<file path="src/rtl/ce_acc.sv">
// Convolution-engine accumulator: dot product of one beat, summed over PASSES beats, then shift/ReLU/saturate.
// Optional macro CE_ACC_ROUND_EN selects round-half-up before the shift (default: floor truncation).
module ce_acc #(
  parameter int CL_IN  = 1,
  parameter int KERNEL = 3,
  parameter int N      = 4,
  parameter int M      = 4,
  parameter int PASSES = 2,
  parameter int SR     = 2,
  parameter int RELU   = 1,
  parameter int OW     = 8
) (
  input  logic                                clk,
  input  logic                                rst,
  input  logic [CL_IN*KERNEL*KERNEL*N-1:0]    data2conv,
  input  logic [CL_IN*KERNEL*KERNEL*M-1:0]    w,
  input  logic                                en_in,
  output logic                                in_rdy,
  output logic [OW-1:0]                       d_out,
  output logic                                en_out,
  input  logic                                out_rdy
);

  localparam int K2    = KERNEL * KERNEL;
  localparam int E     = CL_IN * K2;
  localparam int NM    = N + M;
  localparam int PW    = N + M + $clog2(E);
  localparam int ACC_W = PW + $clog2(PASSES) + 1;
  localparam int CW    = $clog2(PASSES + 1);
  localparam int SW    = (ACC_W + 1 > OW + 1) ? ACC_W + 1 : OW + 1;

  localparam logic [1:0] ST_ACC   = 2'd0;
  localparam logic [1:0] ST_DRAIN = 2'd1;
  localparam logic [1:0] ST_HOLD  = 2'd2;

  localparam logic signed [SW-1:0] SAT_MAX = SW'((64'sd1 <<< (OW - 1)) - 64'sd1);
  localparam logic signed [SW-1:0] SAT_MIN = SW'(-(64'sd1 <<< (OW - 1)));
`ifdef CE_ACC_ROUND_EN
  localparam logic signed [SW-1:0] RND = SW'((64'sd1 <<< SR) >>> 1);
`else
  localparam logic signed [SW-1:0] RND = '0;
`endif

  logic [E*N-1:0]          data_q;
  logic [E*M-1:0]          w_q;
  logic                    v0_q, first0_q, last0_q;
  logic signed [PW-1:0]    psum_q, psum_d;
  logic                    v1_q, first1_q, last1_q;
  logic signed [ACC_W-1:0] acc_q, acc_d, acc_sum;
  logic [CW-1:0]           cnt_in_q, cnt_in_d;
  logic [OW-1:0]           d_out_q, d_out_d;
  logic                    en_out_q, en_out_d;
  logic [OW-1:0]           post_w;
  logic [1:0]              state;
  logic                    accept, out_fire, last_beat;
  logic signed [NM-1:0]    prod_w [E];

  // Operands are widened before multiplying so the full N+M-bit product is kept.
  generate
    for (genvar gi = 0; gi < E; gi++) begin : g_prod
      assign prod_w[gi] = NM'($signed(data_q[gi*N +: N])) * NM'($signed(w_q[gi*M +: M]));
    end
  endgenerate

  always_comb begin
    psum_d = '0;
    for (int e = 0; e < E; e++) begin
      psum_d = psum_d + PW'(prod_w[e]);
    end
  end

  always_comb begin
    if (en_out_q)                     state = ST_HOLD;
    else if (cnt_in_q == CW'(PASSES)) state = ST_DRAIN;
    else                              state = ST_ACC;
  end

  assign in_rdy    = (state == ST_ACC);
  assign accept    = en_in & in_rdy;
  assign out_fire  = en_out_q & out_rdy;
  assign last_beat = (cnt_in_q == CW'(PASSES - 1));

  assign acc_sum = (first1_q ? '0 : acc_q) + ACC_W'(psum_q);
  assign acc_d   = v1_q ? acc_sum : acc_q;

  // Shift first (optionally rounded), then ReLU, then clamp into the output range.
  always_comb begin
    logic signed [SW-1:0] x;
    x = SW'(acc_sum) + RND;
    x = x >>> SR;
    if (RELU != 0 && x < 0) x = '0;
    if (x > SAT_MAX)      x = SAT_MAX;
    else if (x < SAT_MIN) x = SAT_MIN;
    post_w = OW'(x);
  end

  always_comb begin
    d_out_d  = d_out_q;
    en_out_d = en_out_q;
    if (out_fire) en_out_d = 1'b0;
    if (v1_q && last1_q) begin
      d_out_d  = post_w;
      en_out_d = 1'b1;
    end
  end

  always_comb begin
    cnt_in_d = cnt_in_q;
    if (out_fire)    cnt_in_d = '0;
    else if (accept) cnt_in_d = cnt_in_q + CW'(1);
  end

  always_ff @(posedge clk or posedge rst) begin
    if (rst) begin
      data_q   <= '0;
      w_q      <= '0;
      v0_q     <= 1'b0;
      first0_q <= 1'b0;
      last0_q  <= 1'b0;
      psum_q   <= '0;
      v1_q     <= 1'b0;
      first1_q <= 1'b0;
      last1_q  <= 1'b0;
      acc_q    <= '0;
      cnt_in_q <= '0;
      d_out_q  <= '0;
      en_out_q <= 1'b0;
    end else begin
      if (accept) begin
        data_q <= data2conv;
        w_q    <= w;
      end
      v0_q     <= accept;
      first0_q <= accept && (cnt_in_q == '0);
      last0_q  <= accept && last_beat;
      psum_q   <= v0_q ? psum_d : psum_q;
      v1_q     <= v0_q;
      first1_q <= first0_q;
      last1_q  <= last0_q;
      acc_q    <= acc_d;
      cnt_in_q <= cnt_in_d;
      d_out_q  <= d_out_d;
      en_out_q <= en_out_d;
    end
  end

  assign d_out  = d_out_q;
  assign en_out = en_out_q;

endmodule

</file>
<file path="config.mk">
export PLATFORM = sky130hd
export DESIGN_NAME = ce_acc
export DESIGN_NICKNAME = d
export VERILOG_FILES = /design/src/rtl/ce_acc.sv
export SDC_FILE = /design/constraint.sdc
export NUM_CORES = 1
export LEC_CHECK = 0
export ABC_AREA = 1
export CORE_MARGIN = 4
export CORE_UTILIZATION = 42
export CTS_CLUSTER_SIZE = 30
export DETAILED_ROUTE_END_ITERATION = 8
export DONT_BUFFER_PORTS = 1
export PLACE_DENSITY_LB_ADDON = 0.08
export RECOVER_POWER = 25
export SKIP_LAST_GASP = 1
export SLEW_MARGIN = 20
export SYNTH_ARGS = -nofsm -noshare
export SYNTH_HDL_FRONTEND = slang
export SYNTH_SLANG_ARGS = --single-unit
</file>
<file path="constraint.sdc">
create_clock -name clk -period 8.53 [get_ports clk]
set_clock_uncertainty 0.1 [all_clocks]
set_input_delay 0.853 -clock clk [delete_from_list [all_inputs] [get_ports clk]]
set_output_delay 0.853 -clock clk [all_outputs]
set_load 0.05 [all_outputs]
</file>
# Word level (Yosys, flattened, before mapping)
# Index checks and enable logic that the tools add are counted.
[classes]
n_eq_ne = 2
div_mod_pow = 0
magnitude_cmp = 3
n_mux = 10
n_shift = 0
bitwise_logic = 2
n_reduce_logical = 7
addsub = 10
multipliers = 9
[op_table]
columns = ["cell", "count"]
rows = [
  ["4-bit by 4-bit multiplier with 8-bit output", 9],
  ["12-bit by 8-bit adder with 12-bit output", 4],
  ["8-bit two-way mux", 2],
  ["15-bit by 8-bit > comparator with 1-bit output (second input constant)", 1],
  ["15-bit by 8-bit < comparator with 1-bit output (second input constant)", 1],
  ["15-bit two-way mux", 1],
  ["14-bit adder", 1],
  ["14-bit two-way mux", 1],
  ["11-bit by 8-bit adder with 12-bit output", 1],
  ["12-bit by 1-bit < comparator with 1-bit output (second input constant)", 1],
  ["10-bit by 8-bit adder with 11-bit output", 1],
  ["9-bit by 8-bit adder with 10-bit output", 1],
  ["8-bit by 8-bit adder with 9-bit output", 1],
  ["2-bit two-way mux", 3],
  ["2-bit logical NOT", 2],
  ["2-bit nonzero test", 2],
  ["1-bit logical AND", 3],
  ["1-bit two-way mux", 3],
  ["2-bit by 1-bit adder with 2-bit output (second input constant)", 1],
  ["1-bit bitwise AND", 2],
  ["2-bit by 1-bit == test with 1-bit output (second input constant)", 1],
  ["2-bit == test (second input constant)", 1],
]
[totals]
n_memories = 0
rom_bits = 0
ramBits = 0
word_cells = 56
latchBits = 0
input_bits = 76
regBits = 115
output_inout_bits = 10

# Depth between registers and ports, before layout
[logic_depth]
depth_word = 9
depth_mapped = 27
mapped_depth_nobuf = 27

# Worst setup path before layout
# No wires, ideal clock.
[synth_timing]
kind = "reg-to-reg"
from = "register w_q[3]"
to = "register psum_q[11]"
t_arrival_ns = 6.249
period_less_slack_ns = 6.467
path_stages_with_launch = 22
path_buffers = 0
setup_slack_ns = 2.063
required_time_ns = 8.312
setup_time_ns = 0.118
cell_sequence = "dfrtp_1 -> inv_1 -> or2_2 -> fa_1 -> inv_1 -> fa_1 -> fa_1 -> fa_1 -> inv_1 -> fa_1 -> fa_1 -> fa_1 -> fa_1 -> inv_1 -> ha_1 -> inv_1 -> nor3_1 -> nand3_1 -> nand3_1 -> nand3_1 -> nand3_1 -> nand2_1"
[synth_via]
elab_chain_cells = 9
[synth_rtl]
columns = ["item", "line_no", "rtl"]
rows = [
  ["start, declared", "45", "logic [E*M-1:0] w_q;"],
  ["start signal, assigned", "131", "w_q <= w;"],
  ["4-bit by 4-bit multiplier with 8-bit output", "61", "assign prod_w[gi] = NM'($signed(data_q[gi*N +: N])) * NM'($signed(w_q[gi*M +: M]));"],
  ["8-bit by 8-bit adder with 9-bit output", "68", "psum_d = psum_d + PW'(prod_w[e]);"],
  ["9-bit by 8-bit adder with 10-bit output", "68", ""],
  ["10-bit by 8-bit adder with 11-bit output", "68", ""],
  ["11-bit by 8-bit adder with 12-bit output", "68", ""],
  ["12-bit by 8-bit adder with 12-bit output (4 in series)", "68", ""],
  ["end signal, assigned", "136", "psum_q <= v0_q ? psum_d : psum_q;"],
  ["end, declared", "47", "logic signed [PW-1:0] psum_q, psum_d;"],
]
# Every way passes these cells.
# A chain may end at the register's enable or synchronous reset.

# Worst setup path after layout
# Ends and elaborated chain as after synthesis.

==> out/metrics.yaml <==
cts:
  cts.sinks: 115
  post_cts_resized: 0
  clock_latency_ns: 0.44
  clk_pin_slew_worst_paths_ns: 0.07
  cts_tree: "built"
  cts_setup_buffers: 0
  hold_buffers: 0
  cts_inserted_buffers: 17
  cts_root_buf: "clkbuf_16"
  cts.htree.levels: 4
  cts_buffer_depth: 2
grt:
  antenna_found_initial: 0
  grt_pass1_vias: 9270
  grt_usage: 0.1899
  grt_max_degree: 71
  grt_pass1_wl_um: 48830
  gr-total-overflow: 0
worst_setup_path:
  cp_slowest_stage_delay_ns: 0.61
  cpMostUsedCell: "fa_1"
  crit_path_start_kind: "flip-flop"
  path_cells: "inv_1 > or2_2 > fa_1 > inv_1 > fa_1 > fa_1 > fa_1 > inv_1 > fa_1 > fa_1 > fa_1 > fa_1 > inv_1 > ha_1 > inv_1 > nor3_1 > nand3_1 > nand3_1 > nand3_1 > nand3_1 > nand2_1"
  arrival_ns: 7.21
  endpoint_kind: "flip-flop"
  cp_max_fo: 8
  critPathSlowestCell: "fa_1"
  crit_required_ns: 8.75
  worstSetupPathType: "flip-flop to flip-flop"
finish:
  seq_area_um2: 2878
  fill_cells: 2995
  fin_nets: 1862
  multi_input_area_um2: 8272
  layout-drive-gt1-share: 0.04886
  area_delta_synth_final_pct: 7.835
  antenna_cells: 0
drt:
  vias: 8576
  top_layer: "met4"
  firstDrtPassIters: 5
  vias_per_cell: 4.552
  wirelength_um: 28810
  ant_nets: 0
  drc: 0
  drt_iter0_markers: 407
  wl_met3_um: 883
  dr_wl_met2_um: 13830
  wl_per_cell_um: 15.29
  wl_met1_um: 13790
sta:
  slew_headroom: -0.7499
  rsz0062_at_grt: "false"
  tightest_slew_ns: 2.611
  fin_crit_sh: 0.8190
  fin_tns_setup_ns: 0
  hold_viol_final: 0
  finalMaxSlewViolations: 60
  fin_crit_ns: 6.986
  fmax_mhz: 143.1
  setup_viol: 0
floorplan:
  start_util: 0.4282
  die_h_um: 182.3
  core_um2: 29800
  ioPinCount: 86
  die_w_um: 182.3
  dieArea_um2: 33230
  rows: 63
status:
  status: "complete, but fails checks"
  violations: "max-capacitance violations, max-slew violations"
yosys:
  synthesis.area_um2: 12760
  syn-num-nets: 1862
  synth_edf_count: 0
  synthCells: 1481
  synth.most_common_cell: "nand2_1"
  yosys.cell_types.count: 33
  synthArstFlopShare: 1.000
  post_synth_most_frequent_cells: "nand2_1, inv_1, fa_1"
  ys_top_cells_by_area: "fa_1, dfrtp_1, nand2_1, inv_1, ha_1"
  avgSynthCellArea_um2: 8.616
  synth_ff_type: "dfrtp_1"
  synth_top_cell_by_area: "fa_1"
  synth_top_cell_area_share: 0.3499
  ys.warnings.count: 0
  yosysSeqAreaShare: 0.2255
  synth-seq-cells: 115
place:
  io_buffers: 0
  hpwlAfterDp_um: 24440
  routabilityCongestion: 0.8582
run:
  maxCapViolCount: 1
worst_hold_path:
  hold_class: "flip-flop to flip-flop"
critical path: cells and delay by family, from the launching register on:
kind	cells	cell delay, ns
adder cells (fa/ha/maj)	9	4.67
AND/OR/NAND/NOR	7	1.09
flip-flops	1	0.54
buffers and inverters	5	0.45
layer usage:
metal,up-vias,global-route usage
li1,4266,-
met1,4203,0.2661
met2,92,0.3108
met3,15,0.03528
met4,0,0.04203
met5,-,0
cells in the final DEF (no fill, tap or decap), types with 2 or more instances in the layout:
cell          n
nand3_1      27
o21ai_0      39
o21bai_1      3
nand4_1      11
dfrtp_1     115
xnor2_1       7
nand2_1     423
a21oi_2       2
clkinv_1      2
nand2_4       2
a21o_1        2
nand3b_1      3
inv_6         7
inv_2         4
clkbuf_16    17
ha_1         82
clkinv_4      2
nor2_1       54
inv_1       397
xor2_1       11
buf_4         3
nand2_2       7
fa_1        223
or2_2        16
a21oi_1      13
clkinvlp_4    3
a31oi_1       6
kinds of logic (layout without fill, tap and decap cells):
logic type / count (synthesis) / in the layout / share of synthesized area
DFF: 115 / 115 / 0.2255
buffers and inverters: 426 / 439 / 0.1262
and+or+nand+nor: 550 / 550 / 0.1770
xor gates and xnor gates: 18 / 18 / 0.01236
adders and majority gates: 305 / 305 / 0.4303
AOI/OAI and AO/OA: 67 / 67 / 0.02863
flip-flops by register name (all words and copies together), names as in the netlist:
register	cells
acc_q	14
w_q	36
d_out	8
last1_q	1
v1_q	1
last0_q	1
cnt_in_q	2
en_out	1
first0_q	1
first1_q	1
data_q	36
psum_q	12
v0_q	1
stage by stage:
stage	util	setup WS, ns	instances	cell area, um2	hold slack [ns]
6_report	0.4618	1.544	1884	13760	0.2505
3_5_place_dp	0.4424	1.608	1852	13180	0.2378
5_1_grt	0.4618	1.141	1884	13760	0.2607
3_3_place_gp	0.4424	1.778	1852	13180	0.2326
4_1_cts	0.4619	1.546	1884	13760	0.2526
2_1_floorplan	-	2.063	1481	12760	0.2312
final timing paths:
check                              startpoint                      to  slack [ns]  cells after the start
hold / removal              last0_q$_DFF_PP0_       last1_q$_DFF_PP0_        0.25                      0
setup / recovery           w_q[3]$_DFFE_PP0P_  psum_q[11]$_DFFE_PP0P_        1.54                     21
setup reg to reg           w_q[3]$_DFFE_PP0P_  psum_q[11]$_DFFE_PP0P_        1.54                     21
min in group asynchronous                 rst      en_out$_DFFE_PP0P_        0.92                      1
hold reg to reg             last0_q$_DFF_PP0_       last1_q$_DFF_PP0_        0.25                      0
max in group asynchronous                 rst     w_q[26]$_DFFE_PP0P_        5.71                      2
cell type report:
| type | instances | area share |
|---|---|---|
| Timing Repair Buffer | 3 | 0.001637 |
| Sequential cell | 115 | 0.2091 |
| Multi-Input combinational cell | 940 | 0.6012 |
| Clock inverter | 14 | 0.01037 |
| Tap cell | 390 | 0.03546 |
| Inverter | 404 | 0.1103 |
| Clock buffer | 18 | 0.03192 |
Power is not shown: default switching activity piles up to over one toggle a cycle in this logic, so the estimate is an artifact.
